## src/rtl/divmod2_sched_pkg.sv

```systemverilog
// Shared definitions for the divide-by-power-of-two scheduler: FSM state
// encoding and the shift-count clamp helper.
package alu_pkg;

    typedef enum logic [1:0] {
        S_IDLE = 2'd0,
        S_STEP = 2'd1,
        S_DONE = 2'd2
    } state_e;

    // Shift counts larger than the operand width behave exactly like a full-width shift.
    function automatic int unsigned clamp_k(input int unsigned k, input int unsigned w);
        return (k > w) ? w : k;
    endfunction

endpackage

```

## src/rtl/divmod2_sched_step.sv

```systemverilog
// Single combinational halving step: one bit of shift per use, sequenced by
// the scheduler so only one copy exists.
module divmod2_step #(
    parameter int W = 8
) (
    input  logic [W-1:0] a_i,
    output logic [W-1:0] div2_o,
    output logic         mod2_o
);

    assign div2_o = a_i >> 1;
    assign mod2_o = a_i[0];

endmodule

```

## src/rtl/divmod2_sched.sv

```systemverilog
// Round-robin scheduler sharing one halving step between NREQ requesters;
// returns Q = A >> K and R = A mod 2^K after min(K,W) iterations.
module divmod2_sched
    import alu_pkg::*;
#(
    parameter int W    = 8,
    parameter int KW   = 4,
    parameter int NREQ = 2,
    parameter int IDW  = 1
) (
    input  logic                 clk,
    input  logic                 reset,
    input  logic [NREQ-1:0]      req,
    input  logic [NREQ*W-1:0]    a_in,
    input  logic [NREQ*KW-1:0]   k_in,
    output logic [NREQ-1:0]      gnt,
    output logic                 busy,
    output logic                 resp_valid,
    input  logic                 resp_ready,
    output logic [IDW-1:0]       resp_id,
    output logic [W-1:0]         q,
    output logic [W-1:0]         r
);

    state_e            state_q, state_d;
    logic [IDW-1:0]    rr_q, rr_d;
    logic [IDW-1:0]    id_q, id_d;
    logic [W-1:0]      work_q, work_d;
    logic [W-1:0]      rem_q, rem_d;
    logic [KW-1:0]     cnt_q, cnt_d;
    logic [KW-1:0]     kk_q, kk_d;

    logic [2*NREQ-1:0] reqDouble;
    logic [NREQ-1:0]   reqRotated;
    logic              found;
    int                offset;
    logic [IDW-1:0]    winner;
    logic [W-1:0]      aSel;
    logic [KW-1:0]     kSel;
    logic [KW-1:0]     kClamped;
    logic [W-1:0]      stepDiv2;
    logic              stepMod2;

    divmod2_step #(.W(W)) u_step (
        .a_i    (work_q),
        .div2_o (stepDiv2),
        .mod2_o (stepMod2)
    );

    // Rotate the request vector so bit 0 is the requester just after the last winner.
    always_comb begin
        reqDouble  = {req, req};
        reqRotated = NREQ'(reqDouble >> (int'(rr_q) + 1));
        found      = |reqRotated;
        offset     = 0;
        for (int j = NREQ - 1; j >= 0; j--) begin
            if (reqRotated[j]) begin
                offset = j;
            end
        end
        winner   = IDW'((int'(rr_q) + 1 + offset) % NREQ);
        aSel     = a_in[winner*W +: W];
        kSel     = k_in[winner*KW +: KW];
        kClamped = KW'(clamp_k(32'(kSel), W));
    end

    always_ff @(posedge clk or negedge reset) begin
        if (!reset) begin
            state_q <= S_IDLE;
        end else begin
            state_q <= state_d;
        end
    end

    always_comb begin
        state_d = state_q;
        case (state_q)
            S_IDLE: begin
                if (found) begin
                    state_d = (kClamped == '0) ? S_DONE : S_STEP;
                end
            end
            S_STEP: begin
                if (cnt_q == kk_q - KW'(1)) begin
                    state_d = S_DONE;
                end
            end
            S_DONE: begin
                if (resp_ready) begin
                    state_d = S_IDLE;
                end
            end
            default: state_d = S_IDLE;
        endcase
    end

    always_comb begin
        gnt        = '0;
        busy       = (state_q != S_IDLE);
        resp_valid = (state_q == S_DONE);
        if ((state_q == S_IDLE) && found && reset) begin
            gnt = NREQ'(1) << winner;
        end
    end

    // Each STEP cycle shifts one bit out of work and deposits it into rem at position cnt.
    always_comb begin
        work_d = work_q;
        rem_d  = rem_q;
        cnt_d  = cnt_q;
        kk_d   = kk_q;
        id_d   = id_q;
        rr_d   = rr_q;
        case (state_q)
            S_IDLE: begin
                if (found) begin
                    work_d = aSel;
                    kk_d   = kClamped;
                    rem_d  = '0;
                    cnt_d  = '0;
                    id_d   = winner;
                    rr_d   = winner;
                end
            end
            S_STEP: begin
                work_d = stepDiv2;
                rem_d  = rem_q | (W'(stepMod2) << cnt_q);
                cnt_d  = cnt_q + KW'(1);
            end
            default: begin
            end
        endcase
    end

    always_ff @(posedge clk or negedge reset) begin
        if (!reset) begin
            work_q <= '0;
            rem_q  <= '0;
            cnt_q  <= '0;
            kk_q   <= '0;
            id_q   <= '0;
            rr_q   <= '0;
        end else begin
            work_q <= work_d;
            rem_q  <= rem_d;
            cnt_q  <= cnt_d;
            kk_q   <= kk_d;
            id_q   <= id_d;
            rr_q   <= rr_d;
        end
    end

    assign q       = work_q;
    assign r       = rem_q;
    assign resp_id = id_q;

endmodule
```

## config.mk

```make
export PLATFORM = sky130hd
export DESIGN_NAME = divmod2_sched
export DESIGN_NICKNAME = d
export VERILOG_FILES = /design/src/rtl/divmod2_sched_pkg.sv /design/src/rtl/divmod2_sched_step.sv /design/src/rtl/divmod2_sched.sv
export SDC_FILE = /design/constraint.sdc
export NUM_CORES = 1
export LEC_CHECK = 0
export ABC_AREA = 1
export CORE_UTILIZATION = 55
export CTS_CLUSTER_DIAMETER = 120
export DETAILED_ROUTE_END_ITERATION = 8
export DONT_BUFFER_PORTS = 1
export GPL_ROUTABILITY_DRIVEN = 0
export PLACE_DENSITY = 0.67
export SYNTH_ARGS = -nofsm -noshare
export SYNTH_HDL_FRONTEND = slang
export SYNTH_SLANG_ARGS = --single-unit
```

## constraint.sdc

```tcl
create_clock -name clk -period 1.8 [get_ports clk]
set_input_delay 0.18 -clock clk [delete_from_list [all_inputs] [get_ports clk]]
set_output_delay 0.18 -clock clk [all_outputs]
set_load 0.02 [all_outputs]
```

Word level (Yosys, flattened, before mapping). Cells that the tools add are included. Widths: inputs -> output; s select.

Register bits after elaboration: 27. Output and inout port bits: 21.

Add/subtract/negate cells: 4. $lt $le $gt $ge: 1. Equality and inequality tests: 6. Shift operators: 5. Muxes and demuxes: 15. Bitwise gates (word level): 1. Reduce and logical (&&, ||, !) cells: 10.

Operator list (number): $pmux 8 s2 (2); $mux 8 (2); $shiftx 16x5->8 (1); $mux 2 (5); $mux 4 (2); $or 8x8->8 (1); $pmux 4 s2 (1); $shiftx 8x4->4 (1); $shl 1x4->8 (1); $pmux 2 s3 (1); $add 4x1->4 const B (1); $eq 4x4->1 (1); $gt 4x4->1 const B (1); $logic_not 4->1 (1); $ne 2x2->1 const B (2); $reduce_and 2->1 (2); $reduce_bool 2->1 (2); $shr 4x2->2 (1); $sub 4x1->4 const B (1); $reduce_and 3->1 (1); $add 1x1->2 const B (1); $eq 2x1->1 const B (1); $eq 2x2->1 const B (1); $logic_and 1x1->1 (2); 6 further kinds (7).

Longest topological paths before layout. Gate-level depths: netlist of the first run.

Word-level depth: 12. Depth in mapped cells: 12. Gate-level depth less buffers: 12.

Modules after synthesis. From an unflattened synthesis of the first run, not the netlist that was laid out.

Cells, all modules: 229. Area, all modules: 1691.6 µm².

By module, submodules not included: divmod2_sched (instances 1, cells an instance 219, area each 1620.3 µm², sequential area each 675.6 µm²); divmod2_step (instances 1, cells an instance 10, area each 71.3 µm², sequential area each 0.0 µm²).

Worst setup path before layout of the first run. OpenSTA, ideal clock, no wires.

Path kind: register to output. Start point: register resp_id (netlist name). End point: output gnt[0]. Data arrival time: 1.360 ns. Required time: 1.620 ns. Slack: 0.260 ns. Stages on the path, launching flop included: 6. Path buffers: 1. Path through: dfrtp_1 inv_1 nand2_2 nand2_2 buf_2 nor3_1.

RTL lines: end: declaration (RTL line divmod2_sched.sv:16) `output logic [NREQ-1:0] gnt,`.

==> results_dict.tcl, run 1 <==
set metrics [dict create \
    clock_latency_ns 0.34 \
    synth_nets 249 \
    fill_cells 254 \
    end_kind "output port" \
    fin_skew_ns 0.005589 \
    root_buffer "clkbuf_4" \
    grt_max_degree 28 \
    clock_sinks 27 \
    period_needed_ns 1.688 \
    die-height_microns 55.90 \
    grt_pass1_vias 1434 \
    fp.dieW_microns 55.90 \
    finalSetupViolCount 0 \
    rows 19 \
    grt.total_usage 0.2404 \
    cts_tree "built" \
    finalWirelength_mm 3.424 \
    synth_seq_cells 27 \
    worstMarginPinSlew_ns 0.4501 \
    layout_worst_path_cycle_share 0.9376 \
    finalHoldViolations 0 \
    coreArea_sq_um 2758 \
    arrival_ns 1.51 \
    grt_first_pass_wirelength_mm 5.961 \
    critical_path_class "reg2out" \
    syn2layout_area_growth_pct 5.717 \
    dieArea_sq_um 3125 \
    netlist_area_sq_um 1598 \
    antenna_found_initial 0 \
    h-tree-depth 1 \
    antenna_cells 0 \
    place_area_sq_um 1614 \
    via_count 1418 \
    grt.overflow.total 0 \
    ant_nets 0 \
    drv_cap 0 \
    clockBufferDepth 2 \
    max_freq_ghz 0.5926 \
    port_buffers 0 \
    finalMaxSlewViolations 0 \
    seq_area_frac_synth 0.4229 \
    p_per_area_nw_per_um2 1646 \
    path_clk_slew_ns 0.15 \
    critPathMaxFanout 16 \
    leakagePower_nw 0.8431 \
    place_hpwl_mm 2.521 \
    max_slew_margin 0.6996 \
    peakVddDrop_v 0.001125 \
    fin_nets 255 \
    wl_per_cell_microns 13.48 \
    start_kind "register" \
    syn_avg_cell_area_sq_um 7.329 \
    drcViolationCount 0 \
    firstDrtPassIters 5 \
    cts_buffers 3 \
    via_per_inst 5.583 \
    synth_cell_types 24 \
    ioPinCount 50 \
    finalSetupTns_ns 0 \
    synthCells 218 \
    drive_gt1_frac 0.1166 \
    outcome "finished, final reports clean" \
    ys.warnings.count 0 \
    rsz0062_at_grt "false" \
    crit_required_ns 1.62 \
    dr.first_iter.drc_count 33 \
    min_path_type "in2reg" \
    fin_area_sq_um 1689 \
    initial_core_util 0.5794 \
]
-- critical path, stage by stage (launching register included) --
cell	delay (ns)
dfrtp_2	0.49
inv_1	0.10
nand2_2	0.08
nand2_4	0.17
nand2_1	0.09
nor2_1	0.10
buf_4	0.15
-- report_power, final --
group	total, W	internal, W	switching [W]
Combinational	0.00140	0.000494	0.000905
Sequential	0.00111	0.000809	0.000297
Clock	0.000274	0.0000838	0.000190
Total	0.00278	0.00139	0.00139
-- timing repair --
action / 4_1_cts / 5_1_grt
setup endpoints to repair: 2 / 2
resized for setup: 2 / 2
hold buffers: 2 / 0
hold endpoints to repair: 27 / 0
pin swaps: 0 / 0
cloned: 0 / 0
buffers inserted: 1 / 0
-- Yosys cell counts --
library cell | instances | share of area
nor3_2 | 1 | 0.0063
o21ai_0 | 20 | 0.063
dfrtp_1 | 27 | 0.42
o21ai_2 | 2 | 0.011
nand2_1 | 42 | 0.099
o21bai_1 | 1 | 0.0047
buf_6 | 4 | 0.028
nor2_2 | 1 | 0.0039
xor2_1 | 1 | 0.0055
nand4_1 | 1 | 0.0039
xnor2_1 | 1 | 0.0055
and2_0 | 1 | 0.0039
nor3_1 | 5 | 0.016
buf_2 | 3 | 0.0094
ha_1 | 2 | 0.016
nand2_2 | 6 | 0.023
or2_2 | 1 | 0.0039
inv_1 | 30 | 0.070
inv_2 | 1 | 0.0023
buf_4 | 1 | 0.0047
o22ai_1 | 5 | 0.020
nand3_1 | 22 | 0.069
nor2_1 | 21 | 0.049
a21oi_1 | 19 | 0.060
-- metal layers --
| layer | part of all wire | global-route usage |
|---|---|---|
| met3 | 0.035 | 0.03953 |
| met1 | 0.46 | 0.3005 |
| met2 | 0.49 | 0.4234 |
| met5 | 0 | 0 |
| met4 | 0.017 | 0.08014 |
-- layout by cell type, fill, tap and decap left out, drive strengths merged, types with 2 or more instances in the layout --
cell / Yosys / final
o21ai: 22 / 22
buf: 8 / 8
nor3: 6 / 6
o22ai: 5 / 5
nor2: 22 / 22
inv: 31 / 31
nand2: 48 / 48
clkbuf: 0 / 3
dfrtp: 27 / 27
ha: 2 / 2
nand3: 22 / 22
a21oi: 19 / 19
-- logic make-up after synthesis --
group,share of synthesized area
fa+ha+maj,0.01566
compound gates,0.1574
buf+inv,0.1151
xor+xnor,0.01097
simple gates,0.2780
flops,0.4229
-- sequential cells by signal, summed over array words and instances, names as in the netlist --
signal	flops
state_q	2
cnt_q	4
resp_id	1
kk_q	4
r	8
q	8
-- path summary, 6_finish.rpt --
| kind | start | endpoint | slack, ns | cells past startpoint |
|---|---|---|---|---|
| worst max-delay path | resp_id$_DFFE_PN0P_ | gnt[1] | 0.11 | 6 |
| worst min-delay path | a_in[15] | q[7]$_DFFE_PN0P_ | 0.02 | 2 |
| worst max register to register | kk_q[0]$_DFFE_PN0P_ | state_q[0]$_DFFE_PN0P_ | 0.26 | 9 |
| worst min register to register | kk_q[2]$_DFFE_PN0P_ | kk_q[2]$_DFFE_PN0P_ | 0.60 | 2 |
| max in group asynchronous | reset | resp_id$_DFFE_PN0P_ | 1.37 | 2 |
| min in group asynchronous | reset | cnt_q[1]$_DFFE_PN0P_ | 0.25 | 2 |
-- area by class of cell --
class,instances,area (sq um),area share
multi-input combinational,152,747.0,0.4422
inverter,31,116.4,0.06889
clock inverter,1,5.005,0.002963
tap,31,38.79,0.02296
clock buffer,3,22.52,0.01333
sequential,27,676.9,0.4007
timing repair buffer,9,82.58,0.04889
-- per-stage QoR --
| step | hold WS [ns] | cells | utilization | power, W | setup slack [ns] |
|---|---|---|---|---|---|
| 5_1_grt | 0.01953 | 254 | 0.6125 | 0.003049 | 0.004711 |
| 4_1_cts | 0.01819 | 254 | 0.6093 | 0.002780 | 0.01103 |
| 3_5_place_dp | -0.1149 | 247 | 0.5853 | 0.002467 | 0.2685 |
| 2_1_floorplan | -0.1156 | 218 | - | 0.002237 | 0.2600 |
| 6_report | 0.02482 | 254 | 0.6125 | 0.002780 | 0.1124 |
| 3_3_place_gp | -0.1151 | 247 | 0.5853 | 0.002406 | 0.3306 |
Note: power is estimated with default switching activity, not from simulation.
==> run 2: changes to the inputs <==
- CORE_MARGIN: default -> 2
==> run 2 against run 1 <==
  * Fmax increased by 4.0%
  * Via count is 2.2% lower
  * Die area rose by 7.3%
  * Cell area is 0.74% higher
  * Routed wire length is 0.76% higher
  * Setup slack improved by 0.064 ns
  * Clock skew is 0.0091 ns higher
  * First-iteration DRC count rose to 2.5 times the previous value
  * Total power up 0.66%
  * Critical endpoint unchanged
==> results_dict.tcl, run 2 (synthesis results as in run 1) <==
set metrics [dict create \
    grt.total_usage 0.2330 \
    via_per_inst 5.461 \
    rsz0062_at_grt "false" \
    holdPathEnd "q[7]$_DFFE_PN0P_" \
    critical_path_class "reg2out" \
    crit_required_ns 1.62 \
    grt.overflow.total 0 \
    wl_per_cell_microns 13.58 \
    drcViolationCount 0 \
    drive_gt1_frac 0.1121 \
    finalMaxSlewViolations 0 \
    fin_nets 255 \
    layout_commonest_cell "nand2_1" \
    grt_pass1_vias 1457 \
    hp-start "a_in[15]" \
    clock_latency_ns 0.33 \
    die-height_microns 57.90 \
    worstMarginPinSlew_ns 0.4710 \
    dpl_worst_slack_ns 0.2593 \
    clockBufferDepth 2 \
    clock_sinks 27 \
    start_kind "register" \
    initial_core_util 0.5794 \
    outcome "finished, final reports clean" \
    firstDrtPassIters 4 \
    r2r_setup_slack_ns 0.23 \
    path_clk_slew_ns 0.14 \
    layout_common_cells "nand2_1 (42), inv_1 (30), dfrtp_1 (26)" \
    finalWirelength_mm 3.450 \
    max_slew_margin 0.6848 \
    grt_max_degree 28 \
    min_path_type "in2reg" \
    peakVddDrop_v 0.001005 \
    finalHoldViolations 0 \
    place_hpwl_mm 2.549 \
    critPathMaxFanout 16 \
    port_buffers 0 \
    fp.dieW_microns 57.90 \
    fin_skew_ns 0.01466 \
    finalSetupTns_ns 0 \
    r2r-end "state_q[0]$_DFFE_PN0P_" \
    finalSetupViolCount 0 \
    layout_setup_ws_ns 0.1765 \
    dr.first_iter.drc_count 83 \
    root_buffer "clkbuf_4" \
    dieArea_sq_um 3352 \
    end_kind "output port" \
    syn2layout_area_growth_pct 6.500 \
    cts_buffers 3 \
    timing.rr.start "kk_q[0]$_DFFE_PN0P_" \
    layout_worst_path_cycle_share 0.9019 \
    holdWs_ns 0.02682 \
    grt_first_pass_wirelength_mm 6.085 \
    h-tree-depth 1 \
    coreArea_sq_um 2758 \
    antenna_found_initial 0 \
    reg2reg_depth 9 \
    antenna_cells 0 \
    leakagePower_nw 0.8412 \
    min_delay_path_depth 2 \
    drv_cap 0 \
    fill_cells 257 \
    rows 19 \
    p_per_area_nw_per_um2 1644 \
    cts_tree "built" \
    cts_setup_buffers 0 \
    via_count 1387 \
    ant_nets 0 \
    max_freq_ghz 0.6160 \
    period_needed_ns 1.623 \
    ioPinCount 50 \
    arrival_ns 1.44 \
]
run 2: cell types whose count changed in the layout (fill, tap and decap cells not counted):
cell      change
clkbuf_1      +1
clkinv_2      -1
nand2_4       -1
nand2_8       +1
nor2_2        -1
nor2_4        +1
run 2: routing by layer:
metal	vias up	GRT usage	part of all wire
met5	-	0	0
met2	28	0.4026	0.50
met4	0	0.09635	0.015
li1	718	-	-
met1	637	0.2919	0.45
met3	4	0.03348	0.031
run 2: metrics by stage:
step	util	instance area, sq um	std cells	total power [W]
2_1_floorplan	-	1598	218	0.002237
3_3_place_gp	0.5880	1622	248	0.002420
3_5_place_dp	0.5880	1622	248	0.002483
4_1_cts	0.6084	1678	254	0.002775
5_1_grt	0.6171	1702	254	0.003080
6_report	0.6171	1702	254	0.002798
run 2: layout make-up:
type / instances / area [sq um] / share of cell area
inverters: 31 / 116.4 / 0.06838
multi-input cells: 152 / 760.7 / 0.4471
flip-flops and latches: 27 / 676.9 / 0.3978
clock buffers: 4 / 26.28 / 0.01544
well taps: 31 / 38.79 / 0.02279
repair buffers: 9 / 82.58 / 0.04853
run 2: power breakdown:
group | total (W) | switching, W | internal [W]
clock network | 0.000270 | 0.000183 | 0.0000870
logic | 0.00142 | 0.000913 | 0.000505
registers | 0.00111 | 0.000302 | 0.000809
total | 0.00280 | 0.00140 | 0.00140
run 2: worst max path at each step:
| stage | startpoint | to | slack [ns] | cells after the start |
|---|---|---|---|---|
| global route | resp_id$_DFFE_PN0P_ | gnt[1] | 0.03 | 6 |
| global placement | resp_id$_DFFE_PN0P_ | state_q[1]$_DFFE_PN0P_ | 0.34 | 9 |
| detailed placement | resp_id$_DFFE_PN0P_ | state_q[1]$_DFFE_PN0P_ | 0.26 | 9 |
| CTS | resp_id$_DFFE_PN0P_ | gnt[0] | 0.00008 | 5 |
| finish | resp_id$_DFFE_PN0P_ | gnt[1] | 0.18 | 6 |
| floorplan | resp_id$_DFFE_PN0P_ | gnt[0] | 0.26 | 5 |
run 2: critical path: stages (launching register included):
cell and delay (ns):
dfrtp_2 0.48, inv_1 0.10, nand2_2 0.10, nand2_8 0.14, nand2_1 0.08, nor2_1 0.08
buf_4 0.14
run 2: what timing repair did:
item                                   CTS  global route
cloned                                   0             0
setup endpoints to repair                2             2
gates resized for setup                  1             5
endpoints found under the hold margin   27             0
hold buffers                             2             0
==> run 3: changes to the inputs <==
- GPL_TIMING_DRIVEN: default -> 0
- PLACE_DENSITY: 0.67 -> default
- PLACE_DENSITY_LB_ADDON: default -> 0.25
==> run 3 against run 2 <==
  * Largest cell class unchanged
  * Fmax fell by 4.8%
  * Sequential share of layout area fell by 1.0 points
  * Sequential cell count did not move
  * Cell area rose by 2.6%
  * Core utilization rose by 1.6 points
  * Largest power group unchanged
  * Clock skew fell by 0.0029 ns
  * Critical path type unchanged
  * Routed wire length rose by 2.3%
  * Highest routed layer unchanged
  * Via count rose by 7.2%
  * Critical endpoint unchanged
  * Combinational power rose by 9.9%
  * Worst hold slack improved by 0.0020 ns
  * Non-clock buffer count rose by 4
  * Sequential power barely moved
==> results_dict.tcl, run 3 (synthesis results as in run 1) <==
set metrics [dict create \
    drv_cap 0 \
    max_stage_delay_ns 0.42 \
    antenna_cells 0 \
    finalSetupTns_ns 0 \
    critical_path_class "reg2out" \
    finalWirelength_mm 3.530 \
    antenna_found_initial 0 \
    holdWs_ns 0.02886 \
    wl_per_cell_microns 13.68 \
    end_kind "output port" \
    fin_skew_ns 0.01181 \
    finalHoldViolations 0 \
    p_per_area_nw_per_um2 1673 \
    die-height_microns 57.90 \
    coreArea_sq_um 2758 \
    fin_nets 259 \
    finalMaxSlewViolations 0 \
    outcome "finished, final reports clean" \
    layout_common_cells "nand2_1 (42), inv_1 (29), dfrtp_1 (26)" \
    initial_core_util 0.5794 \
    arrival_ns 1.52 \
    place_area_sq_um 1637 \
    fp.dieW_microns 57.90 \
    critPathMaxFanout 6 \
    grt_first_pass_wirelength_mm 6.106 \
    cp_cell_sequence "nor2_2 -> o21ai_1 -> buf_4 -> inv_2 -> nand2_1 -> nor2_4" \
    rsz0062_at_grt "false" \
    max_slew_margin 0.7115 \
    dr.first_iter.drc_count 43 \
    firstDrtPassIters 4 \
    clock_sinks 27 \
    clockBufferDepth 2 \
    syn2layout_area_growth_pct 9.240 \
    cts_tree "built" \
    grt_max_degree 28 \
    h-tree-depth 1 \
    min_path_type "in2reg" \
    worstMarginPinSlew_ns 0.4311 \
    grt.total_usage 0.2317 \
    root_buffer "clkbuf_4" \
    crit_required_ns 1.62 \
    rows 19 \
    port_buffers 0 \
    grt.overflow.total 0 \
    place_hpwl_mm 2.571 \
    period_needed_ns 1.705 \
    cts_buffers 3 \
    final_core_util 0.6329 \
    layout_commonest_cell "nand2_1" \
    dieArea_sq_um 3352 \
    r2r_setup_slack_ns 0.25 \
    via_per_inst 5.764 \
    fin_area_sq_um 1745 \
    grt_pass1_vias 1444 \
    ant_nets 0 \
    start_kind "register" \
    layout_worst_path_cycle_share 0.9470 \
    via_count 1487 \
    total_power_w 0.002920 \
    finalSetupViolCount 0 \
    slowest_stage "dfrtp_1" \
    path_clk_slew_ns 0.15 \
    drive_gt1_frac 0.1366 \
    leakagePower_nw 0.8644 \
    peakVddDrop_v 0.001159 \
    max_freq_ghz 0.5867 \
    ioPinCount 50 \
    drcViolationCount 0 \
    clock_latency_ns 0.35 \
]
[run 3: per-layer routing]
layer,global-route usage,share of wire,up-vias,routed length (microns)
met5,0,0,-,0
met4,0.07973,0.011,0,40
met3,0.04464,0.052,5,182
met2,0.4042,0.51,46,1798
met1,0.2863,0.43,709,1509
li1,-,-,727,-
[run 3: critical path, delay by kind of cell, from the launching register on]
family / cells / cell delay, ns
flip-flops: 1 / 0.42
AND/OR/NAND/NOR: 3 / 0.40
buffers and inverters: 2 / 0.25
AO/OA/AOI/OAI: 1 / 0.10
[run 3: final cells by class]
class                   instances  area, sq um
plain buffers                   7        65.06
flip-flops and latches         27        676.9
clock buffers                   4        26.28
multi-input cells             152        762.0
inverters                      31        116.4
repair buffers                  6        60.06
well taps                      31        38.79
fillers                       266         1012
[run 3: stage by stage]
stage	worst slack, ns	instances
2_1_floorplan	0.2600	218
3_3_place_gp	0.1609	249
3_5_place_dp	0.1500	249
4_1_cts	0.008912	255
5_1_grt	0.01600	258
6_report	0.09544	258
[run 3: report_power, final]
part	switching, W	internal [W]	total (W)
Clock	0.000191	0.0000874	0.000278
Combinational	0.000971	0.000587	0.00156
Sequential	0.000274	0.000809	0.00108
Total	0.00144	0.00148	0.00292
[run 3: path summary, 6_finish.rpt]
kind | from | end | cells after the start
setup / recovery | state_q[1]$_DFFE_PN0P_ | gnt[1] | 6
setup reg to reg | kk_q[0]$_DFFE_PN0P_ | state_q[0]$_DFFE_PN0P_ | 9
hold / removal | a_in[15] | q[7]$_DFFE_PN0P_ | 2
min in group asynchronous | reset | r[4]$_DFFE_PN0P_ | 2
max in group asynchronous | reset | resp_id$_DFFE_PN0P_ | 2
hold reg to reg | kk_q[3]$_DFFE_PN0P_ | kk_q[3]$_DFFE_PN0P_ | 2
[run 3: repair_timing]
action	4_1_cts	5_1_grt
resized for setup	6	3
setup buffers	1	3
cloned	0	0
pin swaps	2	1
hold endpoints to repair	27	0
setup endpoints to repair	2	2
hold buffers	2	0
